<file path="src/rtl/exec_controller_if.sv">
// Datapath-facing bundle of the execution sequencer: PC/instruction/RUWr in,
// commit strobe, gated write enable and display status out.
interface exec_controller_if;
    logic [31:0] pc;
    logic [31:0] inst;
    logic        ruwr_in;
    logic        pc_en;
    logic        ruwr_out;
    logic        halted;
    logic [1:0]  state;
    logic [31:0] instr_count;

    modport master (
        output pc, inst, ruwr_in,
        input  pc_en, ruwr_out, halted, state, instr_count
    );

    modport slave (
        input  pc, inst, ruwr_in,
        output pc_en, ruwr_out, halted, state, instr_count
    );
endinterface

</file>
<file path="src/rtl/exec_controller.sv">
// Execution sequencer for the single-cycle RV32 datapath: decides which cycles
// commit an instruction (free-run at a divided rate, debounced single-step, halt).
//
//   state | meaning
//   ------+-------------------------------------------------------------
//   STOP  | idle, waiting for run switch or a step press
//   STEP  | one-cycle single-step decision (commit or halt)
//   RUN   | commit on every divider tick until switch drops or halt hit
//   HALT  | stopped on EBREAK/breakpoint; a step press commits past it
module exec_controller #(
    parameter logic [15:0] DEBOUNCE_CYCLES = 16'd50000,
    parameter logic [31:0] RUN_DIV         = 32'd25000000
) (
    input  logic              clk,
    input  logic              rst,
    input  logic              btn_step,
    input  logic              sw_run,
    input  logic              bp_en,
    input  logic [31:0]       bp_addr,
    exec_controller_if.slave  bus
);
    typedef enum logic [1:0] {
        ST_STOP = 2'd0,
        ST_STEP = 2'd1,
        ST_RUN  = 2'd2,
        ST_HALT = 2'd3
    } state_t;

    localparam logic [31:0] EBREAK = 32'h0010_0073;

    state_t      state_q, state_d;
    logic        sync1_q, sync2_q;
    logic        stable_q, stable_prev_q;
    logic [15:0] db_cnt_q;
    logic [31:0] div_cnt_q;
    logic        pc_en_q;
    logic [31:0] count_q;

    logic        step_req;
    logic        halt_cond;
    logic        tick;
    logic        commit;

    // Button: two-flop synchronizer, then level debounce on the synced value.
    always_ff @(posedge clk) begin
        if (rst) begin
            sync1_q       <= 1'b0;
            sync2_q       <= 1'b0;
            stable_q      <= 1'b0;
            stable_prev_q <= 1'b0;
            db_cnt_q      <= '0;
        end else begin
            sync1_q       <= btn_step;
            sync2_q       <= sync1_q;
            stable_prev_q <= stable_q;
            if (sync2_q == stable_q) begin
                db_cnt_q <= '0;
            end else if (db_cnt_q == DEBOUNCE_CYCLES - 16'd1) begin
                stable_q <= sync2_q;
                db_cnt_q <= '0;
            end else begin
                db_cnt_q <= db_cnt_q + 16'd1;
            end
        end
    end

    assign step_req  = stable_q & ~stable_prev_q;
    assign halt_cond = (bus.inst == EBREAK) | (bp_en & (bus.pc == bp_addr));
    assign tick      = (state_q == ST_RUN) && (div_cnt_q == RUN_DIV - 32'd1);

    always_comb begin
        state_d = state_q;
        commit  = 1'b0;
        case (state_q)
            ST_STOP: begin
                if (sw_run)        state_d = ST_RUN;
                else if (step_req) state_d = ST_STEP;
            end
            ST_STEP: begin
                if (halt_cond) begin
                    state_d = ST_HALT;
                end else begin
                    commit  = 1'b1;
                    state_d = ST_STOP;
                end
            end
            ST_RUN: begin
                // Dropping the switch wins over a coincident tick.
                if (!sw_run) begin
                    state_d = ST_STOP;
                end else if (tick) begin
                    if (halt_cond) state_d = ST_HALT;
                    else           commit  = 1'b1;
                end
            end
            ST_HALT: begin
                if (step_req) begin
                    commit  = 1'b1;
                    state_d = ST_STOP;
                end else if (!sw_run) begin
                    state_d = ST_STOP;
                end
            end
            default: state_d = ST_STOP;
        endcase
    end

    // Divider reads 0 in every cycle the FSM is not in RUN.
    always_ff @(posedge clk) begin
        if (rst) begin
            div_cnt_q <= '0;
        end else if (state_q == ST_RUN && state_d == ST_RUN && !tick) begin
            div_cnt_q <= div_cnt_q + 32'd1;
        end else begin
            div_cnt_q <= '0;
        end
    end

    always_ff @(posedge clk) begin
        if (rst) begin
            state_q <= ST_STOP;
            pc_en_q <= 1'b0;
            count_q <= '0;
        end else begin
            state_q <= state_d;
            pc_en_q <= commit;
            if (pc_en_q) count_q <= count_q + 32'd1;
        end
    end

    assign bus.pc_en       = pc_en_q;
    assign bus.ruwr_out    = bus.ruwr_in & pc_en_q;
    assign bus.halted      = (state_q == ST_HALT);
    assign bus.state       = state_q;
    assign bus.instr_count = count_q;
endmodule
</file>
<file path="src/flat_wrapper.sv">
// flat-port wrapper written by rule: the top's interface ports become plain ports
module exec_controller_flat 
#(
    parameter logic [15:0] DEBOUNCE_CYCLES = 16'd50000,
    parameter logic [31:0] RUN_DIV         = 32'd25000000
)
  (clk, rst, btn_step, sw_run, bp_en, bp_addr, bus_pc, bus_inst, bus_ruwr_in, bus_pc_en, bus_ruwr_out, bus_halted, bus_state, bus_instr_count);
  exec_controller_if bus_i ();
  input  logic clk;
  input  logic rst;
  input  logic btn_step;
  input  logic sw_run;
  input  logic bp_en;
  input  logic [31:0] bp_addr;
  input wire logic [$bits(bus_i.pc)-1:0] bus_pc;
  input wire logic [$bits(bus_i.inst)-1:0] bus_inst;
  input wire logic [$bits(bus_i.ruwr_in)-1:0] bus_ruwr_in;
  output wire logic [$bits(bus_i.pc_en)-1:0] bus_pc_en;
  output wire logic [$bits(bus_i.ruwr_out)-1:0] bus_ruwr_out;
  output wire logic [$bits(bus_i.halted)-1:0] bus_halted;
  output wire logic [$bits(bus_i.state)-1:0] bus_state;
  output wire logic [$bits(bus_i.instr_count)-1:0] bus_instr_count;
  assign bus_i.pc = bus_pc;
  assign bus_i.inst = bus_inst;
  assign bus_i.ruwr_in = bus_ruwr_in;
  assign bus_pc_en = bus_i.pc_en;
  assign bus_ruwr_out = bus_i.ruwr_out;
  assign bus_halted = bus_i.halted;
  assign bus_state = bus_i.state;
  assign bus_instr_count = bus_i.instr_count;
  exec_controller #(.DEBOUNCE_CYCLES(DEBOUNCE_CYCLES), .RUN_DIV(RUN_DIV)) u_core (.clk(clk), .rst(rst), .btn_step(btn_step), .sw_run(sw_run), .bp_en(bp_en), .bp_addr(bp_addr), .bus(bus_i));
endmodule
</file>
<file path="config.mk">
export PLATFORM = sky130hd
export DESIGN_NAME = exec_controller_flat
export DESIGN_NICKNAME = d
export VERILOG_FILES = /design/src/rtl/exec_controller_if.sv /design/src/rtl/exec_controller.sv /design/src/flat_wrapper.sv
export SDC_FILE = /design/constraint.sdc
export NUM_CORES = 1
export LEC_CHECK = 0
export CORE_UTILIZATION = 40
export CTS_BUF_LIST = sky130_fd_sc_hd__clkbuf_16
export DETAILED_ROUTE_END_ITERATION = 12
export PLACE_DENSITY = 0.71
export SLEW_MARGIN = 15
export SYNTH_ARGS = -nofsm -noshare
export SYNTH_HDL_FRONTEND = slang
export SYNTH_SLANG_ARGS = --single-unit
</file>
<file path="constraint.sdc">
create_clock -name clk -period 4.3 [get_ports clk]
set_input_delay 0.86 -clock clk [delete_from_list [all_inputs] [get_ports clk]]
set_output_delay 0.86 -clock clk [all_outputs]
set_load 0.005 [all_outputs]
</file>
==> impl.org <==
** STA
- Across the routed clock network, the largest skew measured is around 9.4 ps.
- For the pin with the worst max-slew slack, the measured transition is around 1100 ps.
- Final setup fails :: 0
- Static timing analysis puts the maximum clock frequency at 0.3540 GHz.
- Measured against its own limit, the worst slew margin works out to between 20 and 30%.
- Hold is met by ~440 ps.
- Max Slew Vio Count :: 0
- The clock period could shrink to ~2800 ps.
- Final Hold Fails :: 0
- Share of the clock period used by the worst path :: about two thirds
- Setup repair after global routing missed its margin :: false
- Setup Total Neg Slack :: 0 ps

** Layout
- Signed area change from the synthesized netlist to the final layout :: 39.81%
- The final layout contains about 750 nets.
- Cells fill between 50% and 60% of the core in the end.
- The post-route netlist has 4.141% of its cells at a drive strength greater than 1.
- The repair_antennas step left the layout with diodes totalling 0.

** Global route
- For this run the aggregate overflow at the end of global routing stands at 0.
- Across every metal layer, demand over resource in global routing totals 18.78%.
- Global-route wire length before repair :: ~17000 um
- For met1 alone, demand over resource in global routing was between 20% and 30%.
- Entering global routing, the biggest net connects about 40 pins.
- Vias in the first global route :: 3876
- Global-route layer with the greatest usage :: met2
- Global routing met3 resource utilization :: under 10%
- Number of antenna violations at the first check in global routing :: 0
- Grt met2 use :: approximately a third

** Clock network
- CTS max path bufs :: 2
- Counting the buffers created by CTS gives 9.
- Clock Root Buffer :: clkbuf_16
- Clock tree from TritonCTS :: built
- Clk sinks :: 87
- For this design, the CTS-stage hold fixing added 0 buffers.
- The number of gates resized after CTS was 0.
- Clock latency on the worst-skew pair :: 340 ps
- The number of setup buffers added after CTS is 0.
- Clock transition at the registers of the reported paths :: ~60 ps
- Depth of the CTS H-tree :: 3

** Route
- Total DRC errors in the routed layout :: 0
- Using the TritonRoute via totals, the vias-per-cell ratio works out to 5.131.
- The first detailed-routing pass took 4 iterations.
- Via Count :: just over 4000
- The routed design has approximately 11000 um of wire.
- Violation count after the first detailed-route iteration :: a little over 200
- Wire length per cell after detailed routing :: 13.57 um
- Antenna-violating nets left :: 0

** Synthesis
- Top cell type by total area after synthesis :: dfxtp_1
- In the post-synthesis netlist, the cell with the most instances is nor2_1.
- By count the netlist is led by 92 x nor2_1, 87 x dfxtp_1, 57 x xnor2_1.
- Fraction of registers with async set/reset :: 0%
- Seq cells post-synth :: 87
- The netlist uses 40 different library cells.
- The mapped netlist covers approximately 4400 um2.
- Post-synthesis net count :: 619
- Largest cells by area after synthesis :: dfxtp_1 39%, xnor2_1 11%, xor2_1 9.1%, nor2_1 7.8%, nand4_1 5.7%
- Counting every instance in the synthesized netlist gives a little over 500.
- Post-synthesis sequential area ratio :: between 30% and 40%
- Synth warn :: 0
- The most used flip-flop cell after synthesis is dfxtp_1.
- In this run the biggest area consumer among cell types represents between 30% and 40% of the synthesized area.
- Dividing the synthesized area by the synthesized cell count gives 8.590 um2.
- In this run, synthesis inferred 0 flip-flops with an integrated enable.

** Pwr
- Max IR drop VDD :: roughly 0.00019 V
- The analysis attributes to net switching a power of roughly 0.39 mW.
- Of the total power, combinational logic draws 9.5%.
- For this design the ratio of total power to cell area is about 290 nW/um2.
- The share of total power dissipated in sequential elements is around 46%.
- The clock network burns between 40% and 50% of the power.
- Int Power :: between 1 and 1.5 mW
- Leakage Power :: 2.003 nW
- Net switching is 21.98% of the power.

** Critical path
- On the critical path, the stage with the largest delay is an instance of clkdlybuf4s50_1.
- CP max stage delay :: roughly 500 ps
- Critical Path Sink Type :: primary output
- The worst setup path is launched from an input port.
- STA puts the critical path data required time at about 3400 ps.
- STA puts the critical path data arrival time at between 1500 and 2000 ps.
- Counting both buffers and inverters, the worst setup path holds a total of 2.
- Crit path kind :: in2out
- Critical Path, Cell by Cell :: clkdlybuf4s50_1 -> and2_1 -> clkdlybuf4s50_1
- Setup slack, reg-to-reg :: 1870 ps
- Among cell families on the critical path, the largest total delay comes from buffers and inverters.
- Top cell by count, worst path :: clkdlybuf4s50_1
- Of all nets on the critical path, the largest fanout is 1.

** Status
- The flow ran to the end, and the final reports show no timing, DRC or antenna violations.

** Job
- Max-cap violations in this run came to 0.

** Placement
- Final HPWL DP :: between 8000 and 9000 um
- Routability Congestion :: ~0.86
- Port-buffer cells :: roughly 140

** Floorplan
- roughly 140 I/O pins were placed.
- The die covers about 11000 um2.
- Number of placement rows :: 37
- Effective utilization at floorplan :: around 42%
- The core region is about 11000 um2.
- The die is about 110 um tall.
- Width of the die :: 107.1 um

** Hold path
- Kind of path behind the tightest hold check :: reg2reg
-- final timing paths --
kind	from	end	cells past startpoint
hold / removal	u_core.sync1_q	u_core.sync2_q	1
setup reg to reg	u_core.div_cnt_q[11]	u_core.div_cnt_q[29]	5
setup / recovery	bus_ruwr_in	bus_ruwr_out	3
hold reg to reg	u_core.sync1_q	u_core.sync2_q	1
-- flip-flops by register name (all words and copies together) (netlist names) --
register / flops
u_core.bus.instr_count: 32
u_core.bus.pc_en: 1
u_core.bus.state: 2
u_core.db_cnt_q: 16
u_core.div_cnt_q: 32
u_core.stable_prev_q: 1
u_core.stable_q: 1
u_core.sync1_q: 1
u_core.sync2_q: 1
-- cell usage in the layout, fill, tap and decap left out, types with 6 or more instances in the layout --
cell and count:
a21oi_1 7, and3_1 9, and4_1 9, clkbuf_16 9, clkdlybuf4s50_1 138, dfxtp_1 87, inv_1 12, nand2_1 34
nand3_1 28, nand4_1 40, nor2_1 92, nor3_1 13, nor4_1 10, o21ai_0 6, xnor2_1 57, xor2_1 46
-- through the flow --
| step | area (um2) | std cells | worst slack, ps | power, mW |
|---|---|---|---|---|
| finish | 6173 | 788 | 1475 | 1.765 |
| global route | 6173 | 788 | 1456 | 1.834 |
| CTS | 6173 | 788 | 1462 | 1.784 |
| detailed placement | 5868 | 772 | 1468 | 0.9991 |
| global placement | 5868 | 772 | 1523 | 0.9971 |
| floorplan | 4415 | 514 | 2309 | 0.8849 |
-- per-layer routing --
layer,wire length (um),share of wire [%]
met3,710,6.6
met4,298,2.8
met2,5495,51
met5,0,0
met1,4191,39
-- logic make-up (layout without fill, tap and decap cells) --
family,after synthesis,count (layout),share of synthesized area [%]
AOI/OAI and AO/OA,20,20,2.834
xor gates and xnor gates,103,103,20.43
adders and majority gates,3,3,0.8502
buffers and inverters,29,167,3.429
DFF,87,87,39.44
muxes,3,3,0.7084
and+or+nand+nor,269,269,32.30
-- power by group through the flow --
stage                     registers [mW]  clock network, mW  logic (mW)
after detailed placement           0.830                  0       0.169
after CTS                          0.811              0.803       0.170
final                              0.812              0.785       0.168
after global routing               0.811              0.843       0.180
after global placement             0.830                  0       0.167
after floorplan                    0.829                  0      0.0561
-- final cells by class --
class,count,area (um2)
fill,934,4335
inverter,12,45.04
tap,136,170.2
multi-input combinational,398,2522
sequential,87,1742
timing repair buffer,139,1389
clock buffer,9,225.2
clock inverter,7,80.08
Power figures use the tool's default switching activity.
